$ cat src/rtl/wheel_encoder_array.sv
// Multi-channel quadrature decoder: sync + glitch filter, 4x decode, index homing, error flags.
// Define WHEEL_ENC_VELOCITY_EN to build the shared windowed velocity measurement.
`timescale 1ns/1ps
module wheel_encoder_array #(
  parameter int SYSCLK_FREQ       = 100_000_000,
  parameter int NUM_CH            = 4,
  parameter int COUNTS_PER_REV    = 8192,
  parameter int COUNT_SIZE        = $clog2(COUNTS_PER_REV),
  parameter int FILTER_LEN        = 4,
  parameter int VEL_WINDOW_CYCLES = 1_000_000,
  parameter int VEL_SIZE          = 16
) (
  input  logic                                 sclk,
  input  logic                                 rst,
  input  logic [NUM_CH-1:0]                    enc_a,
  input  logic [NUM_CH-1:0]                    enc_b,
  input  logic [NUM_CH-1:0]                    enc_i,
  input  logic                                 home,
  input  logic                                 err_clr,
  output logic [NUM_CH-1:0][COUNT_SIZE-1:0]    count,
  output logic [NUM_CH-1:0]                    homed,
  output logic [NUM_CH-1:0]                    err,
  output logic signed [NUM_CH-1:0][VEL_SIZE-1:0] velocity,
  output logic                                 vel_valid
);

  localparam int NP = 3 * NUM_CH;
  localparam int FW = $clog2(FILTER_LEN + 1);
  localparam logic [FW-1:0] FL = FW'(FILTER_LEN);
  localparam logic [COUNT_SIZE-1:0] CMAX = COUNT_SIZE'(COUNTS_PER_REV - 1);

  if (NUM_CH < 1 || NUM_CH > 8 || FILTER_LEN < 1 || FILTER_LEN > 16 ||
      VEL_WINDOW_CYCLES < 2 || VEL_SIZE < 2 || SYSCLK_FREQ < 1) begin : g_bad_param
    $error("wheel_encoder_array: parameter out of range");
  end

  function automatic logic [1:0] next_ab(input logic [1:0] ab);
    case (ab)
      2'b00:   next_ab = 2'b10;
      2'b10:   next_ab = 2'b11;
      2'b11:   next_ab = 2'b01;
      default: next_ab = 2'b00;
    endcase
  endfunction

  logic [NP-1:0]     raw, sync1, sync2, filt, filt_ok;
  logic [1:0]        fill;
  logic [NUM_CH-1:0] step_fwd, step_rev;

  assign raw = {enc_i, enc_b, enc_a};

  // fill counts the cycles needed to flush reset values out of the synchroniser
  always_ff @(posedge sclk) begin
    if (rst) begin
      sync1 <= '0;
      sync2 <= '0;
      fill  <= '0;
    end else begin
      sync1 <= raw;
      sync2 <= sync1;
      if (fill != 2'd2) fill <= fill + 2'd1;
    end
  end

  for (genvar p = 0; p < NP; p++) begin : g_filt
    logic [FW-1:0] run_q, run;
    logic          sd_q, fv_q, ok_q;

    always_comb begin
      if (run_q == '0 || sync2[p] != sd_q) run = FW'(1);
      else if (run_q == FL)                run = FL;
      else                                 run = run_q + FW'(1);
    end

    always_ff @(posedge sclk) begin
      if (rst) begin
        run_q <= '0;
        sd_q  <= 1'b0;
        fv_q  <= 1'b0;
        ok_q  <= 1'b0;
      end else begin
        sd_q <= sync2[p];
        if (fill == 2'd2) begin
          run_q <= run;
          if (run == FL) begin
            fv_q <= sync2[p];
            ok_q <= 1'b1;
          end
        end
      end
    end

    assign filt[p]    = fv_q;
    assign filt_ok[p] = ok_q;
  end

  for (genvar n = 0; n < NUM_CH; n++) begin : g_ch
    logic [1:0]            cur, prev_q;
    logic                  primed_q, idx_d_q, idx_ok_q, armed_q, homed_q, err_q;
    logic                  fwd, rev, bad, idx_edge, zero;
    logic [COUNT_SIZE-1:0] cnt_q;

    assign cur      = {filt[n], filt[NUM_CH+n]};
    assign idx_edge = idx_ok_q & filt[2*NUM_CH+n] & ~idx_d_q;
    // home in the same cycle as an index edge arms instead of zeroing
    assign zero     = !home && armed_q && idx_edge;

    always_comb begin
      fwd = 1'b0;
      rev = 1'b0;
      bad = 1'b0;
      if (primed_q && cur != prev_q) begin
        if ((cur ^ prev_q) == 2'b11)   bad = 1'b1;
        else if (cur == next_ab(prev_q)) fwd = 1'b1;
        else                           rev = 1'b1;
      end
    end

    always_ff @(posedge sclk) begin
      if (rst) begin
        prev_q   <= '0;
        primed_q <= 1'b0;
        idx_d_q  <= 1'b0;
        idx_ok_q <= 1'b0;
        armed_q  <= 1'b0;
        homed_q  <= 1'b0;
        err_q    <= 1'b0;
        cnt_q    <= '0;
      end else begin
        idx_ok_q <= filt_ok[2*NUM_CH+n];
        idx_d_q  <= filt[2*NUM_CH+n];
        if (filt_ok[n] && filt_ok[NUM_CH+n]) begin
          prev_q   <= cur;
          primed_q <= 1'b1;
        end
        if (bad)          err_q <= 1'b1;
        else if (err_clr) err_q <= 1'b0;
        if (home) begin
          armed_q <= 1'b1;
          homed_q <= 1'b0;
        end else if (zero) begin
          armed_q <= 1'b0;
          homed_q <= 1'b1;
        end
        if (zero)     cnt_q <= '0;
        else if (fwd) cnt_q <= (cnt_q == CMAX) ? '0 : cnt_q + COUNT_SIZE'(1);
        else if (rev) cnt_q <= (cnt_q == '0) ? CMAX : cnt_q - COUNT_SIZE'(1);
      end
    end

    assign count[n]    = cnt_q;
    assign homed[n]    = homed_q;
    assign err[n]      = err_q;
    assign step_fwd[n] = fwd;
    assign step_rev[n] = rev;
  end

`ifdef WHEEL_ENC_VELOCITY_EN
  localparam int WW  = $clog2(VEL_WINDOW_CYCLES);
  localparam int AW0 = $clog2(VEL_WINDOW_CYCLES + 1) + 1;
  localparam int AW  = (AW0 > VEL_SIZE) ? AW0 : VEL_SIZE + 1;
  localparam logic [WW-1:0] WLAST = WW'(VEL_WINDOW_CYCLES - 1);
  localparam logic signed [AW-1:0] VMAX = {{(AW-VEL_SIZE+1){1'b0}}, {(VEL_SIZE-1){1'b1}}};
  localparam logic signed [AW-1:0] VMIN = {{(AW-VEL_SIZE+1){1'b1}}, {(VEL_SIZE-1){1'b0}}};

  logic [WW-1:0] win_q;
  logic          win_last;

  assign win_last = (win_q == WLAST);

  always_ff @(posedge sclk) begin
    if (rst) begin
      win_q     <= '0;
      vel_valid <= 1'b0;
    end else begin
      vel_valid <= win_last;
      win_q     <= win_last ? '0 : win_q + WW'(1);
    end
  end

  for (genvar n = 0; n < NUM_CH; n++) begin : g_vel
    logic signed [AW-1:0] acc_q, acc_sum;
    logic [VEL_SIZE-1:0]  vel_q, vel_sat;

    // accumulator sees raw steps, so homing and wrap leave it untouched
    always_comb begin
      acc_sum = acc_q + (step_fwd[n] ? AW'(1) : (step_rev[n] ? {AW{1'b1}} : '0));
      if (acc_sum > VMAX)      vel_sat = VMAX[VEL_SIZE-1:0];
      else if (acc_sum < VMIN) vel_sat = VMIN[VEL_SIZE-1:0];
      else                     vel_sat = acc_sum[VEL_SIZE-1:0];
    end

    always_ff @(posedge sclk) begin
      if (rst) begin
        acc_q <= '0;
        vel_q <= '0;
      end else if (win_last) begin
        acc_q <= '0;
        vel_q <= vel_sat;
      end else begin
        acc_q <= acc_sum;
      end
    end

    assign velocity[n] = vel_q;
  end
`else
  assign velocity  = '0;
  assign vel_valid = 1'b0;
`endif

endmodule

$ cat config.mk
export PLATFORM = sky130hd
export DESIGN_NAME = wheel_encoder_array
export DESIGN_NICKNAME = d
export VERILOG_FILES = /design/src/rtl/wheel_encoder_array.sv
export SDC_FILE = /design/constraint.sdc
export NUM_CORES = 1
export LEC_CHECK = 0
export CELL_PAD_IN_SITES_DETAIL_PLACEMENT = 1
export CELL_PAD_IN_SITES_GLOBAL_PLACEMENT = 2
export CORE_ASPECT_RATIO = 0.5
export CORE_MARGIN = 5
export CORE_UTILIZATION = 30
export CTS_CLUSTER_DIAMETER = 50
export DETAILED_ROUTE_END_ITERATION = 7
export GPL_TIMING_DRIVEN = 0
export PLACE_DENSITY_LB_ADDON = 0.1
export SETUP_SLACK_MARGIN = 0.05
export SYNTH_ARGS = -nofsm -noshare
export SYNTH_HDL_FRONTEND = slang
export SYNTH_SLANG_ARGS = --single-unit
$ cat constraint.sdc
create_clock -name sclk -period 2.75 [get_ports sclk]
set_clock_uncertainty 0.15 [all_clocks]
set_input_delay 0.4125 -clock sclk [delete_from_list [all_inputs] [get_ports sclk]]
set_output_delay 0.4125 -clock sclk [all_outputs]
set_load 0.01 [all_outputs]
==> summary.md, run 1 <==
The flow ran to the end, and the final reports show no timing, DRC or antenna violations. The family of cells with the greatest summed delay on the critical path is buffers and inverters. The final period demand of the worst path is 2.49 ns, and the count of endpoints failing hold in the final timing report is 0. At the end of routability-driven placement, the weighted congestion stood at 0.852. Clock root buffer master: sky130_fd_sc_hd__clkbuf_16.

For the pin with the worst max-slew slack, the measured transition is 0.874 ns. The worst path buffer plus inverter count is 3. The filler cells instantiated in the layout total 3966. Setup violations remaining at the end of the flow were counted as 0.

The cell with the largest stage delay on the worst path was sky130_fd_sc_hd__nor3_1. Derived from the worst setup path, the maximum achievable clock frequency is 401 MHz. The row count was 47. In this run the worst path has a maximum fanout of 10.

Of all flip-flops after synthesis, the portion carrying an async set or reset was 0%. The post-place setup slack is -0.258 ns, and the final critical-path share of the clock period is 90.7%. The number of warnings printed during yosys synthesis is 0, and the routed length on met2 is 14100 µm.

The worst setup path is of the flop to flop kind. TritonCTS built the clock tree. The buffer depth of the longest clock path is 2, and the count of inserted antenna diode cells is 0. After layout, the worst setup slack is 0.255 ns. The run gives 8961 as the number of global-route vias before repair.

For the worst setup path, the data required time is 2.91 ns. After floorplanning, the core was sized to cover 33000 µm². The run gives 4 as the count of TritonRoute iterations in the first routing pass. For this design, the sink count on the clock tree is 182.

The portion of synthesized cell area occupied by the leading cell type was 36.4%; the post-CTS repair timing setup buffer count was 0. The area growth from synthesis to layout is 22.0%, and the number of antenna violations at the first check in global routing is 0. Max-cap violations in this run came to 0. The tools report the fraction of the yosys area taken by sequential cells as 36.4%.

The critical path's largest stage delay was 0.51 ns; the number of placed instances with taps included was 1814. Detailed-route wire length: 30200 µm. The net count reported at finish was 1441.

The tools report the I/O pin count as 141. The tools report the critical path startpoint category as a flop. The vias per cell was 4.82; the number of enable flip-flop cells after synthesis was 0.

Synthesis instantiated 80 different standard cells from the library. During placement, the flow inserted port buffers numbering 75. The total overflow left after global routing is 0.

The synthesized netlist occupies a cell area of 10000 µm². In this run the top signal layer used is met4. The worst pin sits at a relative slew slack of 41.7%.

VDD sags by at most 0.378 mV. Summing over every cut layer, the via total after detailed routing is 8899. The worst hold path belongs to the class flop to flop. The most used flip-flop cell after synthesis is sky130_fd_sc_hd__dfxtp_1.

In the final routed layout, each cell accounts on average for 16.3 µm. Setup repair after global routing left no endpoint under its margin. Cells with a size suffix above 1 make up 10.3% of the layout. The met3 routed wirelength is 896 µm. The horizontal die dimension came out at 268 µm. Summed over all cells, the static leakage comes to 0.00467 µW.

Entering global routing, the biggest net connects 20 pins. For the count of unresolved DRC violations after routing, the log shows 0. After the flow finishes, the layout carries non-filler instances totaling 1846.

The die covers 37400 µm². From bottom edge to top edge, the die measures 139 µm. The worst setup path is captured at a flop. The global-route wire length before repair is 48500 µm.

The post-detailed-placement half-perimeter wirelength is 22800 µm, and the number of max-slew violations in the final report is 0. The run gives 0.45 ns as the later-pin clock latency in the skew report. Counting the buffers created by CTS gives 17. For this configuration, the core starts out at a cell density of 30.4%.

After technology mapping, the gate count stands at 1234. The library cells used most frequently in the layout, excluding fill and tap cells, are 182 x sky130_fd_sc_hd__dfxtp_1, 134 x sky130_fd_sc_hd__nor2_1, 96 x sky130_fd_sc_hd__a21oi_1. Post-route met1 wirelength: 14800 µm. Dividing total power by cell area gives a power density of 516 nW/µm². The total of flip-flops plus latches after synthesis works out to 182.

Remaining antenna violation count: 0. The first routing iteration left 462 violations. The synthesized design spends more area on one cell type than any other, namely sky130_fd_sc_hd__dfxtp_1. Traced cell by cell, the critical path runs through inv_1, ha_1, clkbuf_2, clkbuf_1, nand3_1, nor3_1, mux2i_1, nor2_1. The total global routing track utilization is 16.0%. Clock-pin slew was measured on the worst setup and hold paths at 0.07 ns. The most common library cell in the layout ignoring fill and taps is sky130_fd_sc_hd__dfxtp_1.

The run gives 4 as the total number of H-tree levels. The average cell area after synthesis was 8.12 µm². Yosys attributes the largest share of cell area to sky130_fd_sc_hd__dfxtp_1 36%, sky130_fd_sc_hd__buf_4 5.5%, sky130_fd_sc_hd__nor2_1 5.0%. The tools report the data arrival at the endpoint of the critical path as 2.65 ns.
[state kept, by name, summed over array words and instances, names as in the netlist, 8 cells and up]
signal        cells
sync1            12
g_ch.cnt_q       52
g_filt.fv_q      12
sync2            12
g_ch.prev_q       8
g_filt.sd_q      12
g_filt.ok_q      12
g_filt.run_q     36
[worst reg2reg max path, stage by stage, from the launching register on]
cell,delay [ns]
sky130_fd_sc_hd__dfxtp_1,0.32
sky130_fd_sc_hd__inv_1,0.06
sky130_fd_sc_hd__ha_1,0.16
sky130_fd_sc_hd__clkbuf_2,0.28
sky130_fd_sc_hd__clkbuf_1,0.41
sky130_fd_sc_hd__nand3_1,0.17
sky130_fd_sc_hd__nor3_1,0.51
sky130_fd_sc_hd__mux2i_1,0.25
sky130_fd_sc_hd__nor2_1,0.05
[power breakdown]
part           internal, µW  total (µW)  switching [µW]
sequential             2730        2820            83.1
combinational           341         856             515
clock                  1400        2630            1230
[metrics by stage]
stage | TNS [ns] | utilization (%) | hold WS (ns) | total power [µW] | area [µm²]
finish | 0 | 37.0 | 0.289 | 6300 | 12200
global route | 0 | 37.0 | 0.306 | 6650 | 12200
CTS | 0 | 37.0 | 0.295 | 6430 | 12200
detailed placement | -8.48 | 35.0 | 0.277 | 3740 | 11600
global placement | -4.51 | 35.0 | 0.268 | 3700 | 11600
floorplan | 0 | - | 0.264 | 3470 | 10300
[cells in the mapped netlist, types with 11 or more instances]
| cell type | number |
|---|---|
| sky130_fd_sc_hd__and2_1 | 11 |
| sky130_fd_sc_hd__nor2b_1 | 52 |
| sky130_fd_sc_hd__buf_4 | 73 |
| sky130_fd_sc_hd__inv_1 | 57 |
| sky130_fd_sc_hd__a211oi_1 | 13 |
| sky130_fd_sc_hd__mux2i_1 | 17 |
| sky130_fd_sc_hd__xnor2_1 | 31 |
| sky130_fd_sc_hd__nand2_1 | 80 |
| sky130_fd_sc_hd__o21ai_0 | 57 |
| sky130_fd_sc_hd__a31oi_1 | 11 |
| sky130_fd_sc_hd__xor2_1 | 29 |
| sky130_fd_sc_hd__nor3_1 | 25 |
| sky130_fd_sc_hd__dfxtp_1 | 182 |
| sky130_fd_sc_hd__a21oi_1 | 96 |
| sky130_fd_sc_hd__nor4_1 | 14 |
| sky130_fd_sc_hd__nor2_1 | 134 |
| sky130_fd_sc_hd__nand2b_1 | 25 |
| sky130_fd_sc_hd__clkbuf_1 | 47 |
| sky130_fd_sc_hd__ha_1 | 33 |
| sky130_fd_sc_hd__and3_1 | 14 |
| sky130_fd_sc_hd__nand3_1 | 52 |
[what timing repair did]
action,CTS,global route
gates resized for setup,1,4
hold buffers,0,0
setup endpoints to repair,11,15
[layout make-up]
class | count | area [µm²] | area share [%]
inverters | 57 | 214 | 1.75
repair buffers | 75 | 751 | 6.14
well taps | 441 | 552 | 4.51
clock buffers | 17 | 425 | 3.48
clock inverters | 15 | 210 | 1.72
multi-input cells | 919 | 5580 | 45.6
flip-flops and latches | 182 | 3640 | 29.8
plain buffers | 140 | 847 | 6.93
[kinds of logic (layout without fill, tap and decap cells)]
group                      Yosys count  in the layout  synth area share, %
muxes                               18             18                 1.81
xor gates and xnor gates            60             60                 5.25
buffers and inverters              197            304                 10.6
and+or+nand+nor                    473            473                 24.6
other                                1             65               0.0374
DFF                                182            182                 36.4
adders and majority gates           33             33                 4.12
AOI/OAI and AO/OA                  270            270                 17.2
[per-layer routing]
layer  vias to the layer above  global-route usage [%]
met4                         0                    3.51
met5                         -                       0
met2                       108                    26.4
met1                      4295                    21.8
met3                        14                    3.35
li1                       4482                       -
[worst paths after layout]
| check | end | from | slack (ns) | cells past startpoint |
|---|---|---|---|---|
| setup / recovery | g_filt[0].fv_q | fill[0] | 0.26 | 8 |
| hold / removal | sync2[9] | sync1[9] | 0.29 | 1 |
| setup reg to reg | g_filt[0].fv_q | fill[0] | 0.26 | 8 |
| hold reg to reg | sync2[9] | sync1[9] | 0.29 | 1 |
No activity file was read; power rests on OpenSTA's default activity.
==> run 2, diff against run 1 <==
--- a/config.mk
+++ b/config.mk
@@ -12,7 +12,6 @@
 export CORE_UTILIZATION = 30
 export CTS_CLUSTER_DIAMETER = 50
 export DETAILED_ROUTE_END_ITERATION = 7
-export GPL_TIMING_DRIVEN = 0
 export PLACE_DENSITY_LB_ADDON = 0.1
 export SETUP_SLACK_MARGIN = 0.05
 export SYNTH_ARGS = -nofsm -noshare
==> summary.md, run 2 (same netlist as run 1, synthesis figures left out) <==
The run finished with clean final reports. The number of flip-flops in the largest register works out to 52 (unchanged). In the layout the commonest cells are 182 x sky130_fd_sc_hd__dfxtp_1, 134 x sky130_fd_sc_hd__nor2_1, 96 x sky130_fd_sc_hd__a21oi_1. The tools report the final-layout setup total negative slack as 0 ns (unchanged). The required time at the worst-slack endpoint was 2.94 ns (+0.03 ns). The final period demand of the worst path works out to 2.42 ns (-0.0704 ns).

Worst setup path endpoint: g_ch[3].cnt_q[2]. More flip-flops sit in one register than any other, and that register is g_ch.cnt_q. Family of cells with the greatest summed delay on the critical path: compound AO/OA/AOI/OAI gates.

For the leakage power, the log shows 0.00433 µW (-7.1%). The final critical-path share of the clock period came out at 88.2% (-2.6 points). The transition at the pin with the smallest max-transition slack was 0.619 ns (-0.255 ns).

The remaining antenna violation count is 0 (unchanged), and the count of endpoints failing hold in the final timing report is 0 (unchanged). The cell sitting at the root of the clock tree is a sky130_fd_sc_hd__clkbuf_16. The net switching share of the total power came out at 28.4% (-0.62 points). The critical path's largest stage delay is 0.45 ns (-0.06 ns), and the buffer depth of the longest clock path is 2 (unchanged).

The capturing element type of the critical path is a flop. The cts-stage hold buffer count was 0 (unchanged); the count of port buffers added during placement was 75 (unchanged). Relative to the synthesized area, the layout overhead comes to 16.6%. The horizontal die dimension works out to 268 µm (unchanged). The number of cells on the worst reg-to-reg path was 6 (-2); the count of unresolved DRC violations after routing was 0 (unchanged). The count of TritonRoute iterations in the first routing pass is 4 (unchanged), and the global-route wire length before repair is 45500 µm (-6.1%).

The clock-pin slew on the worst setup and hold paths came out at 0.08 ns (about the same). The number of setup violations in the final report came out at 0 (unchanged). Number of max-slew violations in the final report: 0 (unchanged). The maximum resistive drop on vdd is 0.422 mV (+12%), and the combinational share of power is 12.0% (-1.6 points). The run gives 0.33 ns (+0.07 ns) as the register-to-register path setup slack.

The net count reported at finish is 1345 (-6.7%), and the total overflow reported by the global router is 0 (unchanged). The logs give 42.5% (+0.8 points) for the proportion of power drawn by the clock network and 2.62 ns (-0.03 ns) for the data arrival at the endpoint of the critical path. Worst path buffer plus inverter count: 1 (-2).

Detailed-route wire length: 28000 µm (-7.2%). The endpoint identified for the worst register-to-register timing path is g_ch[3].cnt_q[2]. The die height works out to 139 µm (unchanged).

Post-CTS repair timing setup buffer count: 0 (unchanged). The run gives 33000 µm² (unchanged) as the core region area. The logs give 8641 (-3.6%) for the number of global-route vias before repair and 58.4% (+17 points) for the worst max-slew margin expressed relative to the limit. The final estimated routing congestion in global placement is 0.842 (-1.1%). The worst setup path is launched from a flop. The number of maximum-capacitance violations is 0 (unchanged), and the highest fanout seen on the critical path is 9 (-1). The run gives 0.45 ns (about the same) as the later-pin clock latency in the skew report.

The via count of the routed design is 8571 (-3.7%). The total number of H-tree levels is 4 (unchanged). The tools report the row count as 47 (unchanged). The path type of the worst min-delay path was input port to flop.

In the final layout, the registers with the most flip-flops are g_ch.cnt_q (52), g_filt.run_q (36). Number of DRC markers in iteration 0: 426 (-7.8%). The routed wire length per instance is 16.0 µm (-2.2%). The worst register-to-register path begins at g_filt[3].fv_q. The run gives 30.4% (unchanged) as the starting density of the core. For this design, the slowest cell found on the critical path is sky130_fd_sc_hd__nand3_1.

TritonCTS built the clock tree. Setup repair after global routing left no endpoint under its margin. Total global routing track utilization: 14.8% (-1.3 points). The tools report the post-place setup slack as 0.414 ns (+0.672 ns).

The vias per cell came out at 4.89 (+1.5%). The run gives 45.5% (+0.8 points) as the portion of total power attributed to sequential cells. The total power density per cell area was 531 nW/µm² (+2.8%); the floorplan die area was 37400 µm² (unchanged).

The run gives 20600 µm (-9.5%) as the post-detailed-placement half-perimeter wirelength. Walking the worst path, the cells encountered are xor2_1, nand3_1, buf_4, a221oi_1, a21oi_1, o221a_2. The run gives 141 (unchanged) as the I/O pin count.

The ratio of cells with drive above 1 in the final layout is 7.56% (-2.8 points). By startpoint and endpoint, the worst setup path is classified as flop to flop. The count of clock tree sinks was 182 (unchanged). The power spent charging and discharging nets is 1760 µW (-3.8%). The tools report the number of buffers created by CTS as 17 (unchanged).

The run gives 40 (+100%) as the largest net degree at the start of global routing. The critical path depth in cells was 6 (-2). Achievable clock frequency: 412 MHz (+2.9%). The tools report the number of inserted filler cells in the final layout as 3911 (-1.4%).

The number of gates resized after cts is 0 (-1), and the internal power consumption is 4440 µW (-0.82%). The most common library cell in the layout ignoring fill and taps is sky130_fd_sc_hd__dfxtp_1. The worst setup slack after layout is 0.326 ns (+0.0704 ns), and the number of antenna violations at the first check in global routing is 0 (unchanged).

The tools report the critical path launch point as g_filt[3].fv_q.
[run 2: changes by cell type in the layout (fill, tap and decap cells not counted), moves of 2 or more]
cell                       before  now
sky130_fd_sc_hd__buf_6          3    0
sky130_fd_sc_hd__nor4_1        12   14
sky130_fd_sc_hd__nor4_2         2    0
sky130_fd_sc_hd__clkinv_4       3    1
sky130_fd_sc_hd__buf_2         10    0
sky130_fd_sc_hd__buf_1          5    0
sky130_fd_sc_hd__buf_4         73   45
sky130_fd_sc_hd__inv_8          3    6
sky130_fd_sc_hd__clkbuf_1      46    0
[run 2: worst reg2reg max path: cells and delay by family (launching register included)]
family / cells / cell delay, ns
AOI/OAI and AO/OA: 3 / 0.65
xor gates and xnor gates: 1 / 0.32
buffers and inverters: 1 / 0.33
DFF: 1 / 0.43
and+or+nand+nor: 1 / 0.45
[run 2: layer usage]
layer  routed length (µm)  share of wire (%)  vias up  global-route usage (%)
met5                    0                  0        -                       0
met2                12700                 45       95                    23.6
met3                  698                2.5       19                    2.29
li1                     -                  -     4282                       -
met4                  337                1.2        0                    4.69
met1                14300                 51     4175                    20.6
[run 2: worst min-delay path by stage]
stage,from,depth (start not counted),slack (ns),endpoint
3_5_place_dp,sync1[0],1,0.28,sync2[0]
3_3_place_gp,sync1[9],1,0.27,sync2[9]
6_report,rst,2,0.25,g_filt[2].ok_q
4_1_cts,rst,2,0.22,g_filt[6].fv_q
5_1_grt,rst,2,0.26,g_filt[7].ok_q
2_1_floorplan,sync1[0],1,0.26,sync2[0]
[run 2: power by group through the flow]
stage	Sequential, µW	Combinational (µW)	Clock [µW]
after global placement	2870	714	0
after CTS	2820	757	2760
final	2820	744	2640
after floorplan	2850	621	0
after global routing	2830	849	2860
after detailed placement	2880	752	0
[run 2: cell type report]
cell class                 instances  area, µm²  share of cell area (%)
clock inverter                    15        209                    1.79
timing repair buffer             119       1080                    9.23
inverter                          57        214                    1.83
clock buffer                      17        425                    3.64
sequential                       182       3640                    31.2
multi-input combinational        919       5560                    47.6
antenna                            1       2.50                  0.0214
tap                              441        552                    4.72
[run 2: stage by stage]
| stage | area [µm²] | hold WS, ns | power (µW) | utilization [%] | std cells |
|---|---|---|---|---|---|
| global route | 11700 | 0.256 | 6540 | 35.4 | 1750 |
| global placement | 11000 | 0.268 | 3590 | 33.5 | 1718 |
| detailed placement | 11000 | 0.275 | 3630 | 33.5 | 1718 |
| floorplan | 10300 | 0.264 | 3470 | - | 1298 |
| finish | 11700 | 0.249 | 6200 | 35.4 | 1751 |
| CTS | 11700 | 0.218 | 6340 | 35.4 | 1750 |
==> run 3, diff against run 2 <==
--- a/config.mk
+++ b/config.mk
@@ -13,6 +13,7 @@
 export CTS_CLUSTER_DIAMETER = 50
 export DETAILED_ROUTE_END_ITERATION = 7
 export PLACE_DENSITY_LB_ADDON = 0.1
+export RECOVER_POWER = 50
 export SETUP_SLACK_MARGIN = 0.05
 export SYNTH_ARGS = -nofsm -noshare
 export SYNTH_HDL_FRONTEND = slang
==> summary.md, run 3 (same netlist as run 1, synthesis figures left out) <==
The later-pin clock latency in the skew report is 0.44 ns (about the same). The die height was 139 µm (unchanged); the post-detailed-placement half-perimeter wirelength was 20600 µm (unchanged). For the cts-stage hold buffer count, the log shows 0 (unchanged). The achievable clock frequency was 408 MHz (-0.97%); the cell count of the worst hold path was 2 (unchanged).

The count of clock tree sinks was 182 (unchanged). The register with the most flip-flops in the final layout is g_ch.cnt_q. Register-to-register path setup slack: 0.30 ns (-0.02 ns).

The data arrival at the endpoint of the critical path was 2.62 ns (about the same). The worst register-to-register path begins at fill[0]. Post-route total power: 6200 µW (about the same). Path type of the worst min-delay path: input port to flop. The tools report the count of unresolved DRC violations after routing as 0 (unchanged). The cell area reported after detailed placement was 11000 µm² (unchanged); the worst setup slack after layout was 0.302 ns (-0.0238 ns). The run gives 8604 (+0.39%) as the via count of the routed design. The run finished, with violations left.

The number of antenna violations at the first check in global routing is 0 (unchanged). The area of all sequential standard cells was 3640 µm² (unchanged); the final critical-path share of the clock period was 89.0% (+0.86 points). The number of global-route vias before repair is 8641 (unchanged), and the required time at the worst-slack endpoint is 2.92 ns (-0.02 ns).

The buffer depth of the longest clock path was 2 (unchanged); the number of standard cells in the final layout excluding fillers was 1751 (unchanged). The largest net degree at the start of global routing came out at 40 (unchanged). Number of inserted filler cells in the final layout: 3912 (+0.026%). The capturing element type of the critical path was a flop.

The number of buffers created by CTS was 17 (unchanged). The tools report the area used by multi-input combinational logic as 5560 µm² (unchanged). The tools report the post-CTS repair timing setup buffer count as 0 (unchanged).

Critical path launch point: fill[0]. The logs give 0 (unchanged) for the total overflow reported by the global router and 79 (+79) for the number of max-slew violations in the final report. Relative to the synthesized area, the layout overhead comes to 16.4%. The leakage power was 0.00435 µW (+0.38%). The vias per cell is 4.91 (+0.39%). The run gives -15.4% (-74 points) as the worst max-slew margin expressed relative to the limit. Remaining antenna violation count: 0 (unchanged). Starting density of the core: 30.4% (unchanged). The detailed-route wire length is 28000 µm (about the same).

For the total number of H-tree levels, the log shows 4 (unchanged). The count of endpoints failing hold in the final timing report is 0 (unchanged). The tools report the number of gates resized after cts as 0 (unchanged). Setup repair after global routing left no endpoint under its margin. The worst setup path is of the flop to flop kind. The count of port buffers added during placement was 75 (unchanged).

For the number of DRC markers in iteration 0, the log shows 427 (+0.23%). The run gives 33000 µm² (unchanged) as the core region area. The maximum resistive drop on vdd came out at 0.424 mV (+0.47%).

The number of maximum-capacitance violations was 2 (+2); the total global routing track utilization was 14.8% (unchanged). TritonCTS built the clock tree. The number of setup violations in the final report came out at 0 (unchanged). The final period demand of the worst path was 2.45 ns (+0.0238 ns); the number of cells on the worst reg-to-reg path was 7 (+1). The number of flip-flops in the largest register is 52 (unchanged). Most common library cell in the layout ignoring fill and taps: sky130_fd_sc_hd__dfxtp_1. Worst hold path endpoint: g_filt[2].ok_q. The tools report the clock root buffer master as sky130_fd_sc_hd__clkbuf_16. The final-layout setup total negative slack was 0 ns (unchanged); the floorplan die area was 37400 µm² (unchanged). The total power density per cell area was 532 nW/µm² (+0.20%); the final standard cell area without fillers was 11700 µm² (-0.16%). The worst setup path is launched from a flop. The number of placed instances with taps included is 1718 (unchanged), and the global-route wire length before repair is 45500 µm (unchanged). The largest registers in the layout are g_ch.cnt_q (52), g_filt.run_q (36). The clock-pin slew on the worst setup and hold paths came out at 0.08 ns (about the same). The ratio of cells with drive above 1 in the final layout was 7.18% (-0.38 points); the highest fanout seen on the critical path was 16 (+7).

The run gives 0.414 ns (unchanged) as the post-place setup slack. In this run the critical register-to-register path is captured at g_filt[2].fv_q. For the row count, the log shows 47 (unchanged).

In the layout the commonest cells are 182 x sky130_fd_sc_hd__dfxtp_1, 134 x sky130_fd_sc_hd__nor2_1, 96 x sky130_fd_sc_hd__a21oi_1. The tools report the I/O pin count as 141 (unchanged). The count of TritonRoute iterations in the first routing pass is 4 (unchanged), and the final estimated routing congestion in global placement is 0.842 (unchanged).

The horizontal die dimension was 268 µm (unchanged). The checks that failed: capacitance limit, slew limit. The routed wire length per instance came out at 16.0 µm (about the same).

The worst hold path startpoint is rst. The net count reported at finish came out at 1345 (unchanged). The transition at the pin with the smallest max-transition slack works out to 1.73 ns (+1.11 ns).
[run 3: where the power goes]
part	total, µW	switching (µW)	internal (µW)
registers	2820	83.0	2730
logic	739	446	293
clock network	2640	1240	1400
[run 3: worst max path at each step]
stage / end / slack (ns) / cells after the start
2_1_floorplan: g_ch[2].cnt_q[9] / 0.48 / 8
3_3_place_gp: g_ch[1].cnt_q[11] / 0.44 / 7
3_5_place_dp: g_ch[2].cnt_q[5] / 0.41 / 7
4_1_cts: g_ch[3].cnt_q[2] / 0.34 / 8
5_1_grt: g_filt[2].fv_q / 0.11 / 7
6_report: g_filt[2].fv_q / 0.30 / 7
[run 3: area by class of cell]
class                   instances  area share (%)
diodes                          1          0.0215
clock buffers                  17            3.65
clock inverters                15            1.79
multi-input cells             919            47.7
well taps                     441            4.73
repair buffers                119            9.09
flip-flops and latches        182            31.2
inverters                      57            1.83
[run 3: critical path, cell delays in order (launching register included)]
cell	delay (ns)
sky130_fd_sc_hd__dfxtp_1	0.32
sky130_fd_sc_hd__inv_1	0.06
sky130_fd_sc_hd__ha_2	0.37
sky130_fd_sc_hd__clkbuf_1	0.60
sky130_fd_sc_hd__nand3_1	0.18
sky130_fd_sc_hd__nor3_1	0.36
sky130_fd_sc_hd__mux2i_1	0.23
sky130_fd_sc_hd__nor2_1	0.05
[run 3: stage by stage]
step	utilization [%]	hold slack, ns
4_1_cts	35.4	0.218
3_5_place_dp	33.5	0.275
6_report	35.4	0.247
2_1_floorplan	-	0.264
5_1_grt	35.3	0.256
3_3_place_gp	33.5	0.268
[run 3: layer usage]
| metal | global-route usage, % | routed length (µm) |
|---|---|---|
| met5 | 0 | 0 |
| met4 | 4.69 | 460 |
| met3 | 2.29 | 796 |
| met2 | 23.6 | 12600 |
| met1 | 20.6 | 14200 |
